File: src/rtl/sdiv_pkg.sv
// Shared types and constants for the signed-divider request sequencer.
package sdiv_pkg;

  typedef enum logic [1:0] {
    IDLE  = 2'd0,
    ISSUE = 2'd1,
    ARM   = 2'd2,
    WAIT  = 2'd3
  } state_t;

  localparam logic [15:0] DZ_POS = 16'h7FFF;
  localparam logic [15:0] DZ_NEG = 16'h8000;

  // Saturated quotient reported for x/0, signed by the dividend.
  function automatic logic [15:0] dz_quotient(input logic [15:0] dividend);
    return dividend[15] ? DZ_NEG : DZ_POS;
  endfunction

endpackage

File: src/rtl/sdiv_sequencer_if.sv
// Bundle of request, result, divider and status signals around sdiv_sequencer.
interface sdiv_sequencer_if #(
  parameter int TAG_W = 4
);
  import sdiv_pkg::*;

  // req_* and res_* are valid/ready streams: a beat transfers on a clk edge
  // where valid && ready; the producer holds payload and valid stable until then.
  logic             req_valid;
  logic             req_ready;
  logic [15:0]      req_dividend;
  logic [15:0]      req_divisor;
  logic [TAG_W-1:0] req_tag;

  logic             res_valid;
  logic             res_ready;
  logic [15:0]      res_quotient;
  logic [TAG_W-1:0] res_tag;
  logic             res_dz;

  logic             div_go;
  logic [15:0]      div_dividend;
  logic [15:0]      div_divisor;
  logic [15:0]      div_quotient;
  logic             div_rdy;

  logic             busy;
  state_t           dbg_state;

  modport slave (
    input  req_valid, req_dividend, req_divisor, req_tag,
    input  res_ready, div_quotient, div_rdy,
    output req_ready, res_valid, res_quotient, res_tag, res_dz,
    output div_go, div_dividend, div_divisor, busy, dbg_state
  );

  modport master (
    output req_valid, req_dividend, req_divisor, req_tag,
    output res_ready, div_quotient, div_rdy,
    input  req_ready, res_valid, res_quotient, res_tag, res_dz,
    input  div_go, div_dividend, div_divisor, busy, dbg_state
  );

endinterface

File: src/rtl/sdiv_req_fifo.sv
// Synchronous request FIFO; count-based full/empty, power-of-two depth.
module sdiv_req_fifo #(
  parameter int DEPTH = 4,
  parameter int W     = 36
) (
  input  logic         clk,
  input  logic         rst_n,
  input  logic         push_i,
  input  logic [W-1:0] data_i,
  input  logic         pop_i,
  output logic [W-1:0] data_o,
  output logic         full_o,
  output logic         empty_o
);
  localparam int AW = $clog2(DEPTH);

  logic [W-1:0]  mem_q [DEPTH];
  logic [AW-1:0] wr_ptr_q;
  logic [AW-1:0] rd_ptr_q;
  logic [AW:0]   count_q;
  logic          do_push;
  logic          do_pop;

  assign full_o  = (count_q == (AW+1)'(DEPTH));
  assign empty_o = (count_q == '0);
  assign data_o  = mem_q[rd_ptr_q];
  assign do_push = push_i && !full_o;
  assign do_pop  = pop_i && !empty_o;

  always_ff @(posedge clk) begin
    if (do_push) mem_q[wr_ptr_q] <= data_i;
  end

  // Pointers wrap for free because DEPTH is a power of two.
  always_ff @(posedge clk or negedge rst_n) begin
    if (!rst_n) begin
      wr_ptr_q <= '0;
      rd_ptr_q <= '0;
      count_q  <= '0;
    end else begin
      if (do_push) wr_ptr_q <= wr_ptr_q + 1'b1;
      if (do_pop)  rd_ptr_q <= rd_ptr_q + 1'b1;
      case ({do_push, do_pop})
        2'b10:   count_q <= count_q + 1'b1;
        2'b01:   count_q <= count_q - 1'b1;
        default: count_q <= count_q;
      endcase
    end
  end

endmodule

File: src/rtl/sdiv_sequencer.sv
// Front-end for the 16-bit signed divider: buffers jobs, issues them one at a
// time, and returns tagged quotients; divide-by-zero is answered locally.
module sdiv_sequencer
  import sdiv_pkg::*;
#(
  parameter int DEPTH = 4,
  parameter int TAG_W = 4
) (
  input logic             clk,
  input logic             rst_n,
  sdiv_sequencer_if.slave bus
);

  typedef struct packed {
    logic [15:0]      dividend;
    logic [15:0]      divisor;
    logic [TAG_W-1:0] tag;
  } req_t;

  localparam int REQ_W = $bits(req_t);

  req_t             push_data;
  req_t             head;
  logic             push;
  logic             pop;
  logic             full;
  logic             empty;
  logic             res_free;

  state_t           state_q;
  req_t             op_q;
  logic             res_valid_q;
  logic [15:0]      res_quotient_q;
  logic [TAG_W-1:0] res_tag_q;
  logic             res_dz_q;
  logic             div_go_q;

  assign push_data = '{dividend: bus.req_dividend, divisor: bus.req_divisor, tag: bus.req_tag};
  assign push      = bus.req_valid && !full;
  assign res_free  = !res_valid_q || bus.res_ready;
  assign pop       = (state_q == IDLE) && !empty && res_free;

  sdiv_req_fifo #(
    .DEPTH (DEPTH),
    .W     (REQ_W)
  ) u_fifo (
    .clk     (clk),
    .rst_n   (rst_n),
    .push_i  (push),
    .data_i  (push_data),
    .pop_i   (pop),
    .data_o  (head),
    .full_o  (full),
    .empty_o (empty)
  );

  // ARM exists because the divider's rdy is sticky: it is still high from the
  // previous job when go is issued and must be seen low before it means done.
  always_ff @(posedge clk or negedge rst_n) begin
    if (!rst_n) begin
      state_q        <= IDLE;
      op_q           <= '0;
      res_valid_q    <= 1'b0;
      res_quotient_q <= '0;
      res_tag_q      <= '0;
      res_dz_q       <= 1'b0;
      div_go_q       <= 1'b0;
    end else begin
      div_go_q <= 1'b0;
      if (res_valid_q && bus.res_ready) res_valid_q <= 1'b0;
      case (state_q)
        IDLE: begin
          if (pop) begin
            op_q <= head;
            if (head.divisor == '0) begin
              res_valid_q    <= 1'b1;
              res_quotient_q <= dz_quotient(head.dividend);
              res_tag_q      <= head.tag;
              res_dz_q       <= 1'b1;
            end else begin
              state_q  <= ISSUE;
              div_go_q <= 1'b1;
            end
          end
        end
        ISSUE: state_q <= ARM;
        ARM: begin
          if (!bus.div_rdy) state_q <= WAIT;
        end
        WAIT: begin
          if (bus.div_rdy) begin
            res_valid_q    <= 1'b1;
            res_quotient_q <= bus.div_quotient;
            res_tag_q      <= op_q.tag;
            res_dz_q       <= 1'b0;
            state_q        <= IDLE;
          end
        end
        default: state_q <= IDLE;
      endcase
    end
  end

  assign bus.req_ready    = !full;
  assign bus.res_valid    = res_valid_q;
  assign bus.res_quotient = res_quotient_q;
  assign bus.res_tag      = res_tag_q;
  assign bus.res_dz       = res_dz_q;
  assign bus.div_go       = div_go_q;
  assign bus.div_dividend = op_q.dividend;
  assign bus.div_divisor  = op_q.divisor;
  assign bus.busy         = (state_q != IDLE) || !empty;
  assign bus.dbg_state    = state_q;

endmodule

File: src/flat_wrapper.sv
// flat-port wrapper written by rule: the top's interface ports become plain ports
module sdiv_sequencer_flat import sdiv_pkg::*;
#(
  parameter int DEPTH = 4,
  parameter int TAG_W = 4
)
  (clk, rst_n, bus_req_valid, bus_req_dividend, bus_req_divisor, bus_req_tag, bus_res_ready, bus_div_quotient, bus_div_rdy, bus_req_ready, bus_res_valid, bus_res_quotient, bus_res_tag, bus_res_dz, bus_div_go, bus_div_dividend, bus_div_divisor, bus_busy, bus_dbg_state);
  sdiv_sequencer_if #(.TAG_W(TAG_W)) bus_i ();
  input logic clk;
  input logic rst_n;
  input wire logic [$bits(bus_i.req_valid)-1:0] bus_req_valid;
  input wire logic [$bits(bus_i.req_dividend)-1:0] bus_req_dividend;
  input wire logic [$bits(bus_i.req_divisor)-1:0] bus_req_divisor;
  input wire logic [$bits(bus_i.req_tag)-1:0] bus_req_tag;
  input wire logic [$bits(bus_i.res_ready)-1:0] bus_res_ready;
  input wire logic [$bits(bus_i.div_quotient)-1:0] bus_div_quotient;
  input wire logic [$bits(bus_i.div_rdy)-1:0] bus_div_rdy;
  output wire logic [$bits(bus_i.req_ready)-1:0] bus_req_ready;
  output wire logic [$bits(bus_i.res_valid)-1:0] bus_res_valid;
  output wire logic [$bits(bus_i.res_quotient)-1:0] bus_res_quotient;
  output wire logic [$bits(bus_i.res_tag)-1:0] bus_res_tag;
  output wire logic [$bits(bus_i.res_dz)-1:0] bus_res_dz;
  output wire logic [$bits(bus_i.div_go)-1:0] bus_div_go;
  output wire logic [$bits(bus_i.div_dividend)-1:0] bus_div_dividend;
  output wire logic [$bits(bus_i.div_divisor)-1:0] bus_div_divisor;
  output wire logic [$bits(bus_i.busy)-1:0] bus_busy;
  output wire logic [$bits(bus_i.dbg_state)-1:0] bus_dbg_state;
  assign bus_i.req_valid = bus_req_valid;
  assign bus_i.req_dividend = bus_req_dividend;
  assign bus_i.req_divisor = bus_req_divisor;
  assign bus_i.req_tag = bus_req_tag;
  assign bus_i.res_ready = bus_res_ready;
  assign bus_i.div_quotient = bus_div_quotient;
  assign bus_i.div_rdy = bus_div_rdy;
  assign bus_req_ready = bus_i.req_ready;
  assign bus_res_valid = bus_i.res_valid;
  assign bus_res_quotient = bus_i.res_quotient;
  assign bus_res_tag = bus_i.res_tag;
  assign bus_res_dz = bus_i.res_dz;
  assign bus_div_go = bus_i.div_go;
  assign bus_div_dividend = bus_i.div_dividend;
  assign bus_div_divisor = bus_i.div_divisor;
  assign bus_busy = bus_i.busy;
  assign bus_dbg_state = bus_i.dbg_state;
  sdiv_sequencer #(.DEPTH(DEPTH), .TAG_W(TAG_W)) u_core (.clk(clk), .rst_n(rst_n), .bus(bus_i));
endmodule
File: config.mk
export PLATFORM = sky130hd
export DESIGN_NAME = sdiv_sequencer_flat
export DESIGN_NICKNAME = d
export VERILOG_FILES = /design/src/rtl/sdiv_pkg.sv /design/src/rtl/sdiv_sequencer_if.sv /design/src/rtl/sdiv_req_fifo.sv /design/src/rtl/sdiv_sequencer.sv /design/src/flat_wrapper.sv
export SDC_FILE = /design/constraint.sdc
export NUM_CORES = 1
export LEC_CHECK = 0
export ABC_AREA = 0
export CORE_ASPECT_RATIO = 1.2
export CORE_MARGIN = 4
export CORE_UTILIZATION = 45
export DETAILED_ROUTE_END_ITERATION = 10
export GPL_TIMING_DRIVEN = 0
export PLACE_DENSITY = 0.7
export SLEW_MARGIN = 0
export SYNTH_ARGS = -nofsm -noshare
export SYNTH_HDL_FRONTEND = slang
export SYNTH_SLANG_ARGS = --single-unit
File: constraint.sdc
create_clock -name clk -period 3.4 [get_ports clk]
set_input_delay 1.02 -clock clk [delete_from_list [all_inputs] [get_ports clk]]
set_output_delay 1.02 -clock clk [all_outputs]
set_load 0.01 [all_outputs]
==> reports/metrics.yaml, run 1 <==
synthesis:
  ys_ff_latch: 212
  synth_cell_type_count: 44
  synth-main-ff-cell: "edfxtp_1"
  netlist_area_um2: 8800
  ys_warn_count: 0
  async_flop_share_pct: 32.1
  synth_area_leaders: "edfxtp_1 49%, dfrtp_1 19%, mux4_2 9.2%"
  ys_seq_area_share_pct: 68.5
  postSynthAreaPerCell_um2: 15.3
  synth_fp_nets: 641
  synth-edff-count: 144
  yosys.area.top_type: "edfxtp_1"
  syn-instance-count: 575
  synth_top_area_share_pct: 49.1
cells_and_area:
  layout_commonest_cell: "edfxtp_1"
  drive_gt1_share_pct: 17.6
  layout_common_cells: "144 x edfxtp_1, 114 x clkdlybuf4s50_1, 68 x nand2_1, 66 x dfrtp_1, 36 x mux4_2"
  antenna_cells: 0
  fin_nets: 782
  nFillCells: 1491
  area_delta_synth_final_pct: 25.6
  final_cells: 985
  utilization_pct: 58.0
clock_network:
  cts_tree: "built"
  post_cts_buffers: 0
  h-tree-depth: 1
  clk_pin_slew_ns: 0.06
  cts_root_buffer: "clkbuf_16"
  cts_buffers: 21
  ctsHoldBuffers: 0
  clkLatencyLatePin_ns: 0.49
  ctsLongestPathBuffers: 3
  cts.sinks: 212
setup_path:
  reg2reg_slack_ns: 0.02
  startpoint_type: "flop"
  end_kind: "flop"
  worstPathRequired_ns: 3.76
  r2r_cells: 8
  crit_type: "flop to flop"
  cp_data_arrival_time_ns: 3.74
  crit_path_max_fanout: 7
outcome:
  run_status: "finished clean"
hold_path:
  whs_path_depth: 2
  hp-class: "flop to flop"
grt:
  busiest_layer: "met2"
  grt_pass1_vias: 5557
  met2_usage_pct: 30.3
  grtUsageTotal_pct: 17.0
  grt-ovfl-total: 0
  grt_pass1_wl_mm: 29.3
  antenna_found_initial: 0
  gr-usage-met1_pct: 21.1
  met3_usage_pct: 3.24
  grt_max_degree: 69
pwr:
  p_seq_share_pct: 38.5
  total_power_mw: 10.3
  power.switching_mw: 3.30
  power_frac_clock_pct: 20.5
  ir_drop_uv: 390
  comb_power_share_pct: 41.0
  p_per_area_nw_per_um2: 934
  p_int_mw: 7.02
  switching_share_pct: 32.0
  p_leak_nw: 4.05
floorplanning:
  fp.dieH_um: 161
  die-area_um2: 21900
  fp.coreArea_um2: 19100
  pin_count: 116
  rows: 55
  die_w_um: 136
  initial_core_util_pct: 46.2
sta:
  tightest_slew_ns: 0.891
  setup_viol: 0
  totalNegativeSetupSlack_ns: 0
  drv_slew: 0
  finClkSkew_ns: 0.0109
  finalHoldViolations: 0
  max_freq_ghz: 0.296
  rsz0062_at_grt: "true"
  hold_slack_ns: 0.483
  period_share_pct: 99.4
  slew-limit-headroom_pct: 40.6
  post-route-min-period_ns: 3.38
routing:
  drt-initial-drc-count: 329
  firstDrtPassIters: 4
  wirelength_mm: 18.7
  routed_via_density: 5.36
  wl_per_cell_um: 19.0
  via_count: 5279
  drcViolationCount: 0
  antenna_left: 0
placement:
  port_buffers: 115
  dp_hpwl_mm: 12.7
  dp.cells: 950
  place_congestion: 0.834
flow_run:
  max_cap_viol_count: 0
[synthesized netlist by cell type (all sizes together), types with 3 or more instances]
master and number:
o31ai 3, clkbuf 24, nor4 4, buf 42, xnor2 4, nor2 23, dfrtp 68, a21oi 3
mux2 21, or4 5, nand3 17, o21ai 26, edfxtp 144, ha 8, or3 6, a31oi 16
nor3 4, mux4 36, nand2 68, and3 7, inv 12, o311a 15
[state kept, by name (all words and copies together) (netlist names)]
name                     count
u_core.op_q                  4
u_core.u_fifo.count_q        3
u_core.bus.res_dz            1
u_core.u_fifo.rd_ptr_q       2
u_core.bus.res_quotient     16
u_core.bus.res_valid         1
u_core.bus.div_dividend     16
u_core.bus.dbg_state         2
u_core.u_fifo.mem_q        144
u_core.u_fifo.wr_ptr_q       2
u_core.bus.div_go            1
u_core.bus.div_divisor      16
u_core.bus.res_tag           4
[metrics by stage]
| step | cell area [um2] | setup slack (ns) |
|---|---|---|
| CTS | 11000 | 0.00604 |
| global placement | 10300 | -1.18 |
| global route | 11100 | -0.0824 |
| floorplan | 8800 | 0.0227 |
| finish | 11100 | 0.0192 |
| detailed placement | 10400 | -1.29 |
[critical path, stage by stage (launching register included)]
cell and delay, ns:
dfrtp_2 0.45, buf_12 0.15, mux4_2 0.55, or4_1 0.53, or4_4 0.56, or3_1 0.33
buf_6 0.14, and3_1 0.16, or3_1 0.37
[final cells by class]
cell class	instances	area [um2]	area share (%)
buffer	64	412	3.72
multi-input combinational	285	2380	21.5
inverter	12	45.0	0.407
sequential	212	6030	54.5
clock inverter	5	47.5	0.430
timing repair buffer	120	1250	11.3
tap	256	320	2.90
clock buffer	31	573	5.18
[routing by layer]
layer | part of all wire, % | routed length [um]
met1 | 39 | 7360
met2 | 53 | 9840
met3 | 6.1 | 1140
met4 | 1.9 | 355
met5 | 0 | 0
[power groups by stage]
| stage | Sequential (mW) | Combinational, mW | Clock [mW] |
|---|---|---|---|
| floorplan | 3.94 | 2.64 | 0 |
| global placement | 3.96 | 4.02 | 0 |
| detailed placement | 3.98 | 4.22 | 0 |
| CTS | 3.96 | 4.22 | 2.16 |
| global route | 4.06 | 4.61 | 2.28 |
| finish | 3.97 | 4.24 | 2.12 |
[final timing paths]
| path | to | start |
|---|---|---|
| worst max-delay path | u_core.bus.res_tag[0] | u_core.u_fifo.rd_ptr_q[0] |
| worst min-delay path | u_core.bus.div_divisor[14] | u_core.bus.div_divisor[14] |
| worst max register to register | u_core.bus.res_tag[0] | u_core.u_fifo.rd_ptr_q[0] |
| worst min register to register | u_core.bus.div_divisor[14] | u_core.bus.div_divisor[14] |
| max in group asynchronous | u_core.u_fifo.rd_ptr_q[1] | rst_n |
| min in group asynchronous | u_core.bus.res_quotient[8] | rst_n |
[what timing repair did]
item | in CTS | in global routing
endpoints found under the setup margin | 24 | 12
pin swaps | 0 | 1
cloned | 0 | 1
resized for setup | 7 | 13
[kinds of logic (layout without fill, tap and decap cells)]
group,after synthesis,count (layout),synth area share (%)
simple gates,139,139,7.08
buf+inv,78,232,4.82
flops,212,212,68.5
fa+ha+maj,9,9,1.36
xor+xnor,6,6,0.597
mux,59,59,12.1
compound gates,72,72,5.54
(Power assumes the default switching activity.)
==> inputs of run 2 (changes only) <==
- PLACE_DENSITY: 0.7 -> 0.67
- SYNTH_HIERARCHICAL: not set -> 1
- clock period: 3.4 -> 4.05 ns (I/O delays scaled with it)
==> reports/metrics.yaml, run 2 <==
clock_network:
  clkLatencyLatePin_ns: 0.50  # was 0.49 ns
  cts_buffers: 23  # was 21
  cts_root_buffer: "clkbuf_16"  # unchanged
  post_cts_buffers: 0  # unchanged
  h-tree-depth: 1  # unchanged
  cts.sinks: 212  # unchanged
  post_cts_resized: 0  # was 7
  ctsHoldBuffers: 0  # unchanged
  cts_tree: "built"  # unchanged
  clk_pin_slew_ns: 0.06  # about the same
  ctsLongestPathBuffers: 3  # unchanged
setup_path:
  startpoint_type: "input port"  # was flop
  crit_type: "input port to flop"  # was flop to flop
  crit_family: "buffers and inverters"  # was simple AND/OR/NAND/NOR gates
  end_kind: "flop"  # unchanged
  worstPathRequired_ns: 4.47  # was 3.76 ns
  crit_path_max_fanout: 10  # was 7
  reg2reg_slack_ns: 0.90  # was 0.02 ns
  crit_slowest_cell: "clkdlybuf4s50_1"  # was or4_4
  crit_chain: "clkdlybuf4s50_1, nor2b_1, or3_4, inv_2, buf_2, o31a_1, ha_1, inv_1, fa_1, xor2_1, nor2_1, xor2_1"  # was buf_12, mux4_2, or4_1, or4_4, or3_1, buf_6, and3_1, or3_1
  max_stage_delay_ns: 0.49  # was 0.56 ns
  cp.buffers_inverters: 4  # was 2
  cp_data_arrival_time_ns: 3.87  # was 3.74 ns
  cp_common_cell: "xor2_1"  # was or3_1
routing:
  drt-initial-drc-count: 340  # was 329
  drcViolationCount: 0  # unchanged
  wl_per_cell_um: 19.9  # was 19.0 um
  wirelength_mm: 21.6  # was 18.7 mm
  antenna_left: 0  # unchanged
  routed_via_density: 5.44  # was 5.36
  firstDrtPassIters: 4  # unchanged
  via_count: 5901  # was 5279
floorplanning:
  initial_core_util_pct: 45.9  # was 46.2%
  die-area_um2: 23000  # was 21900 um2
  die_w_um: 139  # was 136 um
  pin_count: 116  # unchanged
  fp.dieH_um: 165  # was 161 um
  fp.coreArea_um2: 20300  # was 19100 um2
  rows: 57  # was 55
placement:
  place_congestion: 0.867  # was 0.834
  port_buffers: 115  # unchanged
  dp_hpwl_mm: 14.8  # was 12.7 mm
  pre_cts_slack_ns: 0.0940  # was -1.29 ns
synthesis:
  synth_area_leaders: "edfxtp_1 47%, dfrtp_1 18%, mux4_2 8.7%"  # was edfxtp_1 49%, dfrtp_1 19%, mux4_2 9.2%
  synth_cell_type_count: 50  # was 44
  postSynthAreaPerCell_um2: 14.1  # was 15.3 um2
  synth-edff-count: 144  # unchanged
  synth_top_area_share_pct: 46.5  # was 49.1%
  ys_ff_latch: 212  # unchanged
  syn-instance-count: 657  # was 575
  async_flop_share_pct: 32.1  # unchanged
  yosys.area.top_type: "edfxtp_1"  # unchanged
  yosysMostFrequentCell: "edfxtp_1"  # unchanged
  netlist_area_um2: 9300  # was 8800 um2
  ys_seq_area_share_pct: 64.8  # was 68.5%
  synthTopCellsByCount: "144 x edfxtp_1, 133 x nand2_1, 68 x dfrtp_1"  # was 144 x edfxtp_1, 68 x dfrtp_1, 68 x nand2_1
  ys_warn_count: 6  # was 0
  synth_fp_nets: 724  # was 641
  synth-main-ff-cell: "edfxtp_1"  # unchanged
sta:
  slew-limit-headroom_pct: 63.5  # was 40.6%
  setup_viol: 0  # unchanged
  max_freq_ghz: 0.290
  tightest_slew_ns: 0.547  # was 0.891 ns
  period_share_pct: 85.1
  finClkSkew_ns: 0.0163  # was 0.0109 ns
  worst_slack_ns: 0.604  # was 0.0192 ns
  hold_slack_ns: 0.478  # was 0.483 ns
  post-route-min-period_ns: 3.45
  drv_slew: 0  # unchanged
  rsz0062_at_grt: "false"  # was true
  finalHoldViolations: 0  # unchanged
grt:
  grt_pass1_wl_mm: 34.1  # was 29.3 mm
  grt-ovfl-total: 0  # unchanged
  grt_max_degree: 57  # was 69
  grtUsageTotal_pct: 18.8  # was 17.0%
  antenna_found_initial: 0  # unchanged
  grt_pass1_vias: 6350  # was 5557
cells_and_area:
  layout_common_cells: "144 x edfxtp_1, 133 x nand2_1, 114 x clkdlybuf4s50_1, 68 x dfrtp_1, 39 x buf_4"  # was 144 x edfxtp_1, 114 x clkdlybuf4s50_1, 68 x nand2_1, 66 x dfrtp_1, 36 x mux4_2
  area_delta_synth_final_pct: 25.4  # was 25.6%
  multi_input_area_um2: 2700  # was 2380 um2
  layout_commonest_cell: "edfxtp_1"  # unchanged
  nFillCells: 1618  # was 1491
  top_register: "u_core/u_fifo/mem_q"  # was u_core.u_fifo.mem_q
  area.sequential_um2: 6030  # about the same
  fin_nets: 869  # was 782
  drive_gt1_share_pct: 18.6  # was 17.6%
  largest_reg_flops: 144  # unchanged
pwr:
  power_frac_clock_pct: 22.5  # was 20.5%
  switching_share_pct: 33.7  # was 32.0%
  p_seq_share_pct: 36.4  # was 38.5%
  p_leak_nw: 4.54  # was 4.05 nW
  comb_power_share_pct: 41.1  # was 41.0%
  p_per_area_nw_per_um2: 781  # was 934 nW/um2
  p_int_mw: 6.03  # was 7.02 mW
  power.switching_mw: 3.07  # was 3.30 mW
  ir_drop_uv: 457  # was 390 uV
hold_path:
  hp-class: "flop to flop"  # unchanged
flow_run:
  max_cap_viol_count: 0  # unchanged
outcome:
  run_status: "finished clean"  # unchanged
-- run 2: logic make-up (layout without fill, tap and decap cells) --
family          Yosys count  after routing  synth area share (%)
simple gates            239            239                  12.9
flops                   212            212                  64.8
buf+inv                  91            252                  6.21
compound gates           56             56                  4.58
mux                      43             43                  9.50
fa+ha+maj                10             10                  1.43
xor+xnor                  6              6                 0.565
other cells               0              1                     0
-- run 2: worst register-to-register path, cell delays in order (launching register included) --
cell     delay, ns
dfrtp_1       0.40
inv_1         0.13
ha_1          0.19
buf_6         0.15
inv_2         0.06
or3_4         0.39
inv_2         0.06
buf_2         0.28
o31a_1        0.29
ha_1          0.23
inv_1         0.07
fa_1          0.38
xor2_1        0.15
nor2_1        0.13
xor2_1        0.16
-- run 2: final cells by class --
type                       instances  area share, %
clock inverter                    11           1.02
multi-input combinational        354           23.1
buffer                            73           4.37
sequential                       212           51.7
antenna                            1         0.0215
inverter                          18          0.580
clock buffer                      30           5.42
timing repair buffer             120           10.9
tap                              265           2.84
-- run 2: per-layer routing --
metal  wire, um  vias to the layer above  global-route usage, %
li1           -                     2683                      -
met1       8840                     3019                   23.8
met2      11400                      172                   33.9
met3       1110                       27                   3.14
met4        298                        0                   4.76
met5          0                        -                      0
-- run 2: stage by stage --
| step | instances | total power, mW | setup TNS, ns | instance area, um2 | utilization (%) |
|---|---|---|---|---|---|
| 2_1_floorplan | 657 | 5.65 | 0 | 9300 | - |
| 3_3_place_gp | 1037 | 6.93 | -75.01 | 10800 | 53.2 |
| 3_5_place_dp | 1042 | 7.13 | 0 | 10900 | 53.8 |
| 4_1_cts | 1083 | 9.20 | 0 | 11700 | 57.5 |
| 5_1_grt | 1083 | 9.63 | 0 | 11700 | 57.5 |
| 6_report | 1084 | 9.10 | 0 | 11700 | 57.5 |
-- run 2: final timing paths --
kind | start | to | cells past startpoint
worst max-delay path | bus_res_ready | u_core/u_fifo/count_q[2] | 12
worst min-delay path | u_core/bus.div_divisor[11] | u_core/bus.div_divisor[11] | 2
worst max register to register | u_core/bus.dbg_state[0] | u_core/u_fifo/count_q[2] | 14
worst min register to register | u_core/bus.div_divisor[11] | u_core/bus.div_divisor[11] | 2
max in group asynchronous | rst_n | u_core/bus.div_divisor[1] | 2
min in group asynchronous | rst_n | u_core/bus.res_quotient[10] | 1
-- run 2: power groups by stage --
stage,registers [mW],logic [mW],clock network [mW]
4_1_cts,3.32,3.79,2.09
2_1_floorplan,3.31,2.34,0
3_5_place_dp,3.35,3.77,0
6_report,3.31,3.74,2.04
5_1_grt,3.37,4.07,2.18
3_3_place_gp,3.33,3.60,0
